**config.mk**
```make
export PLATFORM = sky130hd
export DESIGN_NAME = ls166
export DESIGN_NICKNAME = d
export VERILOG_FILES = /design/src/rtl/ls166_pkg.sv /design/src/rtl/ls166.sv
export SDC_FILE = /design/constraint.sdc
export NUM_CORES = 1
export LEC_CHECK = 0
export ABC_CLOCK_PERIOD_IN_PS = 800
export BUFFER_PORTS_ARGS = -buffer_cell sky130_fd_sc_hd__buf_4
export CAP_MARGIN = 20
export CORE_AREA = 2 2 39 41
export DETAILED_ROUTE_END_ITERATION = 10
export DIE_AREA = 0 0 41 43
export SYNTH_ARGS = -nofsm -noshare
export SYNTH_HDL_FRONTEND = slang
export SYNTH_SLANG_ARGS = --single-unit
```
**constraint.sdc**
```tcl
create_clock -name _CLK -period 0.8 [get_ports _CLK]
set_input_delay 0.2 -clock _CLK [delete_from_list [all_inputs] [get_ports _CLK]]
set_output_delay 0.2 -clock _CLK [all_outputs]
set_load 0.02 [all_outputs]
```
**src/rtl/ls166_pkg.sv**
```systemverilog
// Shared TTL shift-register definitions: operating modes and register width.
// Kept generic so ls165/ls299 models can reuse them.
package ls166_pkg;

  localparam int unsigned LS166_WIDTH = 8;

  typedef enum logic [1:0] {
    MODE_HOLD,
    MODE_LOAD,
    MODE_SHIFT
  } ttl_mode_e;

  // Clocked mode for a load/shift register; clear is handled outside as it is asynchronous.
  function automatic ttl_mode_e decode_mode(input logic clk_inh, input logic sh_ld);
    if (clk_inh) begin
      return MODE_HOLD;
    end else if (!sh_ld) begin
      return MODE_LOAD;
    end else begin
      return MODE_SHIFT;
    end
  endfunction

endpackage

```
**src/rtl/ls166.sv**
```systemverilog
// SN74LS166 8-bit parallel-in/serial-out shift register with clock inhibit and
// asynchronous active-low clear. q[0] is stage QA, q[7] is stage QH.
module ls166
  import ls166_pkg::*;
(
  input  logic _CLK,
  input  logic _CLR,
  input  logic _CLK_INH,
  input  logic _SH_LD,
  input  logic _SER,
  input  logic _A,
  input  logic _B,
  input  logic _C,
  input  logic _D,
  input  logic _E,
  input  logic _F,
  input  logic _G,
  input  logic _H,
  output logic _QH
);

  logic [LS166_WIDTH-1:0] q_q;
  logic [LS166_WIDTH-1:0] q_d;
  logic [LS166_WIDTH-1:0] par;
  ttl_mode_e              mode;

  // _A lands in the first stage, _H in the last.
  assign par = {_H, _G, _F, _E, _D, _C, _B, _A};

  always_comb begin
    mode = decode_mode(_CLK_INH, _SH_LD);
    q_d  = q_q;
    unique case (mode)
      MODE_HOLD:  q_d = q_q;
      MODE_LOAD:  q_d = par;
      MODE_SHIFT: q_d = {q_q[LS166_WIDTH-2:0], _SER};
      default:    q_d = q_q;
    endcase
  end

  always_ff @(posedge _CLK or negedge _CLR) begin
    if (!_CLR) begin
      q_q <= '0;
    end else begin
      q_q <= q_d;
    end
  end

  assign _QH = q_q[LS166_WIDTH-1];

endmodule
```
==> summary.md <==
| Metric | Value |
|---|---|
| Pleak | 0.2522 nW |
| Layout cells sized above 1 | 0.3265 |
| Finish-stage setup viols | 1 |
| Largest family of logic cells by synthesized area | multiplexers |
| FFs w/ async S/R, synth | 1.000 |
| Synthesized flop and latch total | 8 |
| Simple-Gate Fraction of Synth Area | 0.08054 |
| Power Density | 1902 nW/um^2 |
| Critical path endpoint category | output pin |
| Fin Setup TNS | -0.1620 ns |
| Skew-Pair Late Insertion Delay | 0.25 ns |
| Xor/xnor share of the synthesized area | 0 |
| Adder-Cell Fraction of Synth Area | 0 |
| Routed Antenna Nets | 0 |
| Row count | 14 |
| DRC | 0 |
| Die area | 1763 um^2 |
| CTS tree | built |
| Root cell of the clock tree | clkbuf_4 |
| Yosys warns | 0 |
| Largest regs | q_q: 8 flops |
| CP bufs+invs | 1 |
| Largest net degree at the start of global routing | 17 |
| Synth top area share | 0.5369 |
| Layout area overhead | 35.23% |
| Critical path's largest stage delay | 0.38 ns |
| Synth Area per Inst | 10.97 um^2 |
| Max cap viols | 0 |
| Initial DRC Count | 13 |
| Number of global-route vias before repair | 235 |
| Peak VDD IR | 0.001150 V |
| Period utilization | 1.202 |
| Critical path type | reg2out |
| CTS Buffer Depth | 2 |
| Antenna violations before repair | 0 |
| Final hold violations | 0 |
| Unrepaired setup endpoints after global routing | yes |
| Top Ports | 14 |
| Final antenna diode count | 0 |
| Routed vias | 290 |
| Port Buf Inserts | 13 |
| Slew Viols, Final | 0 |
| H-tree levels | 1 |
| Floorplan die width | 41 um |
| Synth Net Count | 47 |
| All-Layer GR Usage | 0.09403 |
| Largest area contributor in the netlist | dfrtp_1 |
| Wire length of the first global-routing pass | 1000 um |
| Synth Area in Compound Gates | 0.1074 |
| Outcome | complete, but fails checks |
| Slew Limit Headroom | 0.9009 |
| Fillers | 146 |
| Top FF cell, synth | dfrtp_1 |
| Area of the multi-input gates | 150.1 um^2 |
| Post-synth top cells | dfrtp_1, mux2i_1, nand2_1, o21ai_1, buf_6 |
| Post-synth EDFFs | 0 |
| Post-Syn Area | 372.9 um^2 |
| Critical path data required time | 0.60 ns |
| Vias per cell | 4.462 |
| Seq/Total Area, Yosys | 0.5369 |
| CP cell instances | buf_6 |
| Global route overflow | 0 |
| CTS sink cnt | 8 |
| Nature of the critical path startpoint | flip-flop |
| Clock Skew | 0.001472 ns |
| Hold Path Class | in2reg |
| Distinct cells, synth | 5 |
| Slowest-stage cell, CP | dfrtp_1 |
| Final #Nets | 64 |
| Syn Inst Count | 34 |
| F_max | 1040 MHz |
| Core area | 1384 um^2 |
| Setup ws final | -0.1620 ns |
| Minimum clock period | 0.9620 ns |
| Post-synthesis mux area share | 0.2148 |
| Violated checks | setup timing |
| Register area | 200.2 um^2 |
| Worst-path fanout max | 2 |
| Largest cells by area after synthesis | dfrtp_1, mux2i_1, o21ai_1 |
| Max reg flops | 8 |
| Top delay family on crit path | flip-flops |
| Clock-pin transition on the worst setup and hold timing paths | 0.05 ns |
| Wire per inst | 11.06 um |
| Setup bufs post-CTS | 0 |
| Initial Util | 0.2694 |
| Routed WL | 719 um |
| CTS buffer count | 3 |
| RePlAce Congestion | 0.6877 |
| Die H | 43 um |
| Tightest Pin Transition | 0.1445 ns |
| Reg with most FFs | q_q |
| Arrival @ worst endpoint | 0.76 ns |
| Power Total | 0.9588 mW |
| First drt pass iteration count | 4 |
==> final cells by class <==
type,count,share of cell area
Sequential cell,8,0.3970
Multi-Input combinational cell,24,0.2978
Timing Repair Buffer,14,0.2208
Clock buffer,3,0.04466
Tap cell,16,0.03970
==> power breakdown <==
| part | switching [mW] | internal (mW) |
|---|---|---|
| sequential | 0.0269 | 0.456 |
| clock | 0.132 | 0.171 |
| combinational | 0.0760 | 0.0965 |
==> metal layers <==
layer | track usage | routed length, um | vias to the layer above
met2 | 0.1094 | 294 | 13
met3 | 0.08377 | 87 | 0
met1 | 0.1184 | 337 | 128
met4 | 0.04000 | 0 | 0
li1 | - | - | 149
met5 | 0 | 0 | -
==> cells by family (layout without fill, tap and decap cells) <==
group,Yosys count,after routing
buffers and inverters,2,17
flip-flops,8,8
AND/OR/NAND/NOR,8,8
AO/OA/AOI/OAI,8,8
multiplexers,8,8
==> metrics by stage <==
step | area, um^2 | setup WS, ns | cells | hold slack (ns) | utilization
after floorplan | 372.9 | 0.1125 | 34 | -0.09559 | -
after global placement | 467.9 | 0.01773 | 61 | 0.02481 | 0.3382
after detailed placement | 467.9 | -0.01371 | 61 | 0.02645 | 0.3382
after CTS | 504.2 | -0.1749 | 65 | 0.2161 | 0.3644
after global routing | 504.2 | -0.2040 | 65 | 0.2196 | 0.3644
final | 504.2 | -0.1620 | 65 | 0.2221 | 0.3644
==> repair_timing <==
item / CTS / global route
gates resized for setup: 1 / 0
setup endpoints to repair: 1 / 1
hold endpoints to repair: 8 / 0
gates cloned: 0 / 0
hold buffers: 1 / 0
pin swaps: 0 / 0
==> cell usage in the layout, fill, tap and decap left out, drive strengths merged <==
master and n:
nand2 8, dfrtp 8, mux2i 8, o21ai 8, clkbuf 3, dlygate4sd3 1, buf 13
==> path summary, 6_finish.rpt <==
path | startpoint | endpoint | slack [ns] | depth (start not counted)
setup reg to reg | q_q[2] | q_q[3] | 0.07 | 2
hold / removal | _F | q_q[5] | 0.22 | 3
setup / recovery | q_q[7] | _QH | -0.16 | 1
max in group asynchronous | _CLR | q_q[1] | 0.37 | 2
min in group asynchronous | _CLR | q_q[5] | 0.30 | 2
hold reg to reg | q_q[6] | q_q[6] | 0.49 | 2
Note: power is estimated with default switching activity, not from simulation.
